<file path="config.mk">
export PLATFORM = sky130hd
export DESIGN_NAME = stream_sink
export DESIGN_NICKNAME = d
export VERILOG_FILES = /design/src/rtl/stream_pkg.sv /design/src/rtl/stream_sink.sv
export SDC_FILE = /design/constraint.sdc
export NUM_CORES = 1
export LEC_CHECK = 0
export ABC_AREA = 1
export BUFFER_PORTS_ARGS = -buffer_cell sky130_fd_sc_hd__buf_2
export CAP_MARGIN = 20
export CORE_ASPECT_RATIO = 1.5
export CORE_UTILIZATION = 30
export CTS_CLUSTER_SIZE = 25
export DETAILED_ROUTE_END_ITERATION = 16
export PLACE_DENSITY = 0.59
export SLEW_MARGIN = 20
export SYNTH_ARGS = -nofsm -noshare
export SYNTH_HDL_FRONTEND = slang
export SYNTH_SLANG_ARGS = --single-unit
</file>
<file path="constraint.sdc">
create_clock -name clk -period 2.78 [get_ports clk]
set_input_delay 0.278 -clock clk [delete_from_list [all_inputs] [get_ports clk]]
set_output_delay 0.278 -clock clk [all_outputs]
set_load 0.02 [all_outputs]
</file>
<file path="src/rtl/stream_pkg.sv">
// Shared stream definitions for the serializer/sink pair: the receive FSM
// state type, the counter-width derivation and the MSB-first slot mapping.
package stream_pkg;

  // Receive-side FSM states. DISCARD is only reachable when protocol error
  // checking is compiled in.
  typedef enum logic [1:0] {
    ST_IDLE    = 2'd0,
    ST_RECV    = 2'd1,
    ST_DISCARD = 2'd2
  } stream_state_e;

  // Width needed to hold a word count in the range 0..max_length.
  function automatic int len_w(input int max_length);
    return $clog2(max_length + 1);
  endfunction

  // Slot occupied by the word at position pos (0 = sop word) of a packet.
  // Words travel MSB-first, so the first word owns the top slot.
  function automatic int word_slot(input int max_length, input int pos);
    return max_length - 1 - pos;
  endfunction

endpackage

</file>
<file path="src/rtl/stream_sink.sv">
// stream_sink: reassembles a valid/sop/eop word stream into one parallel
// vector and presents it with a single-cycle out_valid pulse.
// Optional feature macro: STREAM_SINK_ERR_CHECK_EN enables the error output,
// the DISCARD state and dropping of overlong packets. Without it, protocol
// violations are absorbed silently and overlong packets are truncated.
module stream_sink
  import stream_pkg::*;
#(
  parameter int DATA_WIDTH = 8,
  parameter int MAX_LENGTH = 16,
  localparam int LEN_W = len_w(MAX_LENGTH)
) (
  input  logic                             clk,
  input  logic                             reset,
  input  logic                             valid,
  input  logic                             sop,
  input  logic                             eop,
  input  logic [DATA_WIDTH-1:0]            data_in,
  output logic [MAX_LENGTH*DATA_WIDTH-1:0] data_out,
  output logic                             out_valid,
  output logic [LEN_W-1:0]                 length,
  output logic                             error
);

  localparam int VEC_W = MAX_LENGTH * DATA_WIDTH;
  localparam logic [LEN_W-1:0] MAX_CNT = LEN_W'(MAX_LENGTH);
  localparam logic [LEN_W-1:0] ONE_CNT = LEN_W'(1);

`ifdef STREAM_SINK_ERR_CHECK_EN
  localparam bit ERR_CHECK = 1'b1;
`else
  localparam bit ERR_CHECK = 1'b0;
`endif

  stream_state_e     state_q, state_d;
  logic [LEN_W-1:0]  cnt_q, cnt_d;
  logic [VEC_W-1:0]  asm_q, asm_d;
  logic [VEC_W-1:0]  data_out_q, data_out_d;
  logic [LEN_W-1:0]  length_q, length_d;
  logic              out_valid_q, out_valid_d;
  logic              error_q, error_d;

  logic              cnt_full;
  logic [VEC_W-1:0]  merged;
  logic [VEC_W-1:0]  first_vec;
  logic [LEN_W-1:0]  len_next;
  logic              take_sop;

  assign cnt_full = (cnt_q == MAX_CNT);

  // Candidate vectors: the buffer with the current word written at the next
  // slot, and a fresh buffer holding only the current word as a first word.
  always_comb begin
    // NOTE: every signal assigned here gets a default first, so no path
    // leaves it unassigned and no latch is inferred.
    merged    = asm_q;
    first_vec = '0;
    if (!cnt_full) begin
      merged[word_slot(MAX_LENGTH, int'(cnt_q)) * DATA_WIDTH +: DATA_WIDTH] = data_in;
    end
    first_vec[word_slot(MAX_LENGTH, 0) * DATA_WIDTH +: DATA_WIDTH] = data_in;
    // A word arriving with the buffer already full is dropped, so the length
    // saturates at MAX_LENGTH.
    len_next = cnt_full ? MAX_CNT : (cnt_q + ONE_CNT);
  end

  // Next-state logic: FSM transitions, buffer writes and completion.
  always_comb begin
    state_d     = state_q;
    cnt_d       = cnt_q;
    asm_d       = asm_q;
    data_out_d  = data_out_q;
    length_d    = length_q;
    out_valid_d = 1'b0;
    error_d     = 1'b0;
    take_sop    = 1'b0;

    if (valid) begin
      unique case (state_q)
        ST_IDLE: begin
          if (sop) begin
            take_sop = 1'b1;
          end else begin
            // Stray word outside a packet: dropped.
            error_d = ERR_CHECK;
          end
        end

        ST_RECV: begin
          if (sop) begin
            // A new sop abandons the packet in progress.
            take_sop = 1'b1;
            error_d  = ERR_CHECK;
          end else if (eop) begin
            data_out_d  = merged;
            length_d    = len_next;
            out_valid_d = 1'b1;
            asm_d       = '0;
            cnt_d       = '0;
            state_d     = ST_IDLE;
          end else if (!cnt_full) begin
            asm_d = merged;
            cnt_d = cnt_q + ONE_CNT;
          end else begin
`ifdef STREAM_SINK_ERR_CHECK_EN
            // Overlong packet: flag it and throw the rest away up to eop.
            error_d = 1'b1;
            asm_d   = '0;
            cnt_d   = '0;
            state_d = ST_DISCARD;
`endif
            // Without error checking the extra word is simply dropped and
            // the packet still completes on eop.
          end
        end

`ifdef STREAM_SINK_ERR_CHECK_EN
        ST_DISCARD: begin
          if (sop) begin
            take_sop = 1'b1;
          end else if (eop) begin
            state_d = ST_IDLE;
          end
        end
`endif

        default: begin
          state_d = ST_IDLE;
          cnt_d   = '0;
          asm_d   = '0;
        end
      endcase
    end

    // Shared start-of-packet handling for IDLE, DISCARD and restart in RECV.
    // A sop that is also eop is a complete one-word packet.
    if (take_sop) begin
      if (eop) begin
        data_out_d  = first_vec;
        length_d    = ONE_CNT;
        out_valid_d = 1'b1;
        asm_d       = '0;
        cnt_d       = '0;
        state_d     = ST_IDLE;
      end else begin
        asm_d   = first_vec;
        cnt_d   = ONE_CNT;
        state_d = ST_RECV;
      end
    end
  end

  // State registers with synchronous reset; the assembly buffer is cleared
  // too so a packet aborted by reset can never leak into a later one.
  always_ff @(posedge clk) begin
    // NOTE: sequential state uses non-blocking assignments so every flop
    // samples pre-edge values regardless of statement order.
    if (reset) begin
      state_q     <= ST_IDLE;
      cnt_q       <= '0;
      asm_q       <= '0;
      data_out_q  <= '0;
      length_q    <= '0;
      out_valid_q <= 1'b0;
      error_q     <= 1'b0;
    end else begin
      state_q     <= state_d;
      cnt_q       <= cnt_d;
      asm_q       <= asm_d;
      data_out_q  <= data_out_d;
      length_q    <= length_d;
      out_valid_q <= out_valid_d;
      error_q     <= error_d;
    end
  end

  assign data_out  = data_out_q;
  assign length    = length_q;
  assign out_valid = out_valid_q;
  assign error     = error_q;

endmodule

</file>
==> results.json <==
{
  "status": "completed",
  "total_power_mw": 8.60,
  "synth_fa_ha_area_share_pct": 0.693,
  "timing.final.ws_setup_ns": 0.132,
  "drt-vias-per-instance": 4.84,
  "drt-pass1-iter-count": 6,
  "drt_initial_violations": 845,
  "detail_route.drc_violations": 0,
  "cp_max_fo": 8,
  "power-per-cell-area_nw_per_um2": 563,
  "gr-total-overflow": 0,
  "ys_ff_latch": 268,
  "synth_area_um2": 12600,
  "layout_overhead_on_the_synthesized_area_pct": 20.9,
  "fp.coreArea_um2": 41300,
  "share_of_the_cycle_needed_by_the_critical_path_after_routing_pct": 95.3,
  "dpl_worst_slack_ns": 0.0624,
  "cts_root_buf": "sky130_fd_sc_hd__clkbuf_16",
  "critical-path-top-cell-by-count": "sky130_fd_sc_hd__nand2_1",
  "syn-num-nets": 1886,
  "die_h_um": 253,
  "clockBufferDepth": 3,
  "numClockSinks": 268,
  "multiplexer_share_of_the_synthesized_area_pct": 0,
  "dieWidth_um": 170,
  "leading_area_contributor_after_synthesis": "sky130_fd_sc_hd__dfxtp_1",
  "critical_path.startpoint_type": "flip-flop",
  "synth_xor_area_share_pct": 0.218,
  "synth_area_leaders": "sky130_fd_sc_hd__dfxtp_1 42%, sky130_fd_sc_hd__nand2_1 14%, sky130_fd_sc_hd__a21oi_1 8.4%, sky130_fd_sc_hd__inv_1 6.5%, sky130_fd_sc_hd__nor2_1 5.7%",
  "cts_buf_count": 28,
  "synth_compound_gate_area_share_pct": 15.4,
  "crit_path_top_delay_cell": "sky130_fd_sc_hd__dfxtp_2",
  "synth.top_cell.area_share_pct": 42.4,
  "dp_hpwl_um": 29800,
  "crit_buf_inv": 4,
  "timing.critical_path.slowest_cell_delay_ns": 0.37,
  "synth_top_family_by_area": "simple AND/OR/NAND/NOR gates",
  "vias_after_detailed_routing": 12400,
  "max_slew.worst_pin.slew_ns": 0.983,
  "power.leakage_nw": 6.70,
  "syn_inst": 1866,
  "synth-edff-count": 0,
  "fin_tns_setup_ns": 0,
  "hold_viol_final": 0,
  "fin_nets": 2007,
  "initial_core_util_pct": 30.6,
  "fp.dieArea_um2": 43000,
  "wirelength_um": 42500,
  "avgRoutedWirePerCell_um": 16.5,
  "num-fill-cells": 4337,
  "ys_seq_area_share_pct": 42.4,
  "antenna_violating_nets_post_route": 0,
  "max-cap-violations": 0,
  "grtUsageTotal_pct": 19.3,
  "slew_violations": 0,
  "clock_pin_slew_worst_setup_and_hold_paths_ns": 0.07,
  "global_route_wire_length_before_repair_um": 64900,
  "final.hold.worst_slack_ns": 0.115,
  "post_synth_num_cell_types": 40,
  "vias_in_the_first_global_route": 11700,
  "final.setup_skew_ns": 0.0217,
  "tritoncts": "done",
  "synth-main-ff-cell": "sky130_fd_sc_hd__dfxtp_1",
  "rows": 91,
  "critical_path_arrival_ns": 3.12,
  "pin_count": 148,
  "crit_path_end_kind": "flip-flop",
  "worstSetupPathType": "flip-flop to flip-flop",
  "post_route_cells_drive_above_1_share_pct": 15.5,
  "timing.fmax_mhz": 378,
  "antenna_violations_before_repair": 1,
  "cp_top_family": "simple AND/OR/NAND/NOR gates",
  "synth_async_sr_flop_share_pct": 0,
  "place.port_buffers": 146,
  "max-vdd-ir-drop_mv": 0.301,
  "maximum_number_of_pins_on_one_net_before_global_route_repair": 136,
  "cp.required_ns": 3.25,
  "final_period_minus_worst_setup_slack_ns": 2.65,
  "max_slew_margin_pct": 34.5,
  "clock_insertion_delay_worst_skew_ns": 0.55,
  "hold_path.class": "primary input to flip-flop",
  "final-setup-viol-count": 0,
  "h-tree-depth": 1,
  "gp_congestion": 0.904,
  "cp_cell_sequence": "nand4_1 > nor2_2 > inv_1 > ha_1 > inv_1 > nand2_1 > nor2_1 > nand2_1 > nand2_4 > nand4_4 > nor2_8 > buf_4 > buf_4 > nand3_1 > nand2_2 > nand2_1 > a21oi_1",
  "final_util_pct": 37.0,
  "synthesis.yosys.warnings": 0,
  "post_synth.cell_area_avg_um2": 6.77,
  "post_synth_and_or_nand_nor_area_fraction_pct": 30.1
}
[cells in the mapped netlist (5+ instances only)]
master,count
sky130_fd_sc_hd__o21ai_0,106
sky130_fd_sc_hd__nand2_1,462
sky130_fd_sc_hd__clkinv_1,5
sky130_fd_sc_hd__nand2_2,5
sky130_fd_sc_hd__o21ai_1,22
sky130_fd_sc_hd__buf_1,6
sky130_fd_sc_hd__clkbuf_1,73
sky130_fd_sc_hd__inv_1,220
sky130_fd_sc_hd__o221ai_1,8
sky130_fd_sc_hd__nor2_1,193
sky130_fd_sc_hd__o211ai_1,7
sky130_fd_sc_hd__o21ai_2,9
sky130_fd_sc_hd__buf_4,8
sky130_fd_sc_hd__buf_2,28
sky130_fd_sc_hd__ha_1,7
sky130_fd_sc_hd__nand3_2,6
sky130_fd_sc_hd__nand3_1,122
sky130_fd_sc_hd__dfxtp_1,268
sky130_fd_sc_hd__a21oi_1,213
sky130_fd_sc_hd__nand4_1,67
[worst paths after layout]
check                                 from            end  slack (ns)  depth (start not counted)
worst max register to register    cnt_q[0]      asm_q[60]        0.13                         17
worst max-delay path              cnt_q[0]      asm_q[60]        0.13                         17
worst min register to register   length[2]      length[2]        0.46                          2
worst min-delay path            data_in[3]  data_out[123]        0.11                          3
[cell type report]
class | count | area, um2 | area share (%)
tap | 558 | 698 | 4.57
clock inverter | 14 | 196 | 1.28
timing repair buffer | 209 | 1390 | 9.06
antenna | 1 | 2.50 | 0.0164
sequential | 268 | 5370 | 35.1
clock buffer | 38 | 800 | 5.23
inverter | 231 | 881 | 5.76
multi-input combinational | 1249 | 5960 | 39.0
[routing by layer]
layer | global-route usage (%) | wire, um | vias up
met5 | 0 | 0 | -
met4 | 12.0 | 2450 | 0
met3 | 2.41 | 1990 | 119
met2 | 34.8 | 21300 | 372
met1 | 21.4 | 16700 | 5697
li1 | - | - | 6237
[worst min-delay path, cell delays in order]
cell	delay, ns
sky130_fd_sc_hd__buf_2	0.11
sky130_fd_sc_hd__o221ai_1	0.13
sky130_fd_sc_hd__a21oi_1	0.12
[registers in the layout, summed over array words and instances (netlist names)]
| name | flops |
|---|---|
| cnt_q | 5 |
| out_valid | 1 |
| asm_q | 128 |
| length | 5 |
| state_q | 1 |
| data_out | 128 |
[power breakdown]
group          switching [mW]  total, mW  internal [mW]  leakage, nW
Combinational           0.474      0.653          0.180         4.08
Clock                    1.65       4.05           2.40        0.460
Sequential             0.0241       3.90           3.88         2.16
[placed cells by master (no fill, tap or decap), drive strengths merged]
master	instances
clkinv	9
xnor2	1
dfxtp	268
nor2	200
buf	207
nor3	2
a211oi	1
nand2	469
a21oi	213
nand3	130
a22oi	1
o221ai	8
clkbuf	38
clkinvlp	8
o211ai	7
ha	7
o21ai	137
nand4	69
o21bai	2
bufinv	4
diode	1
a31o	1
dlygate4sd3	2
inv	224
conb	1
[logic make-up (layout without fill, tap and decap cells)]
logic type	after synthesis	after routing
AO/OA/AOI/OAI	370	370
XOR/XNOR	1	1
adder cells (fa/ha/maj)	7	7
other	1	2
flip-flops	268	268
buffers and inverters	349	492
AND/OR/NAND/NOR	870	870
[stage by stage]
stage / cell area [um2] / cells
3_5_place_dp: 14100 / 2509
2_1_floorplan: 12600 / 1866
3_3_place_gp: 14100 / 2509
6_report: 15300 / 2568
4_1_cts: 15100 / 2563
5_1_grt: 15300 / 2568
[what timing repair did]
action | 4_1_cts | 5_1_grt
endpoints found under the hold margin | 1 | 0
buffers inserted | 0 | 4
gates resized for setup | 0 | 28
setup endpoints to repair | 0 | 231
hold buffers | 2 | 0
Note: power is estimated with default switching activity, not from simulation.
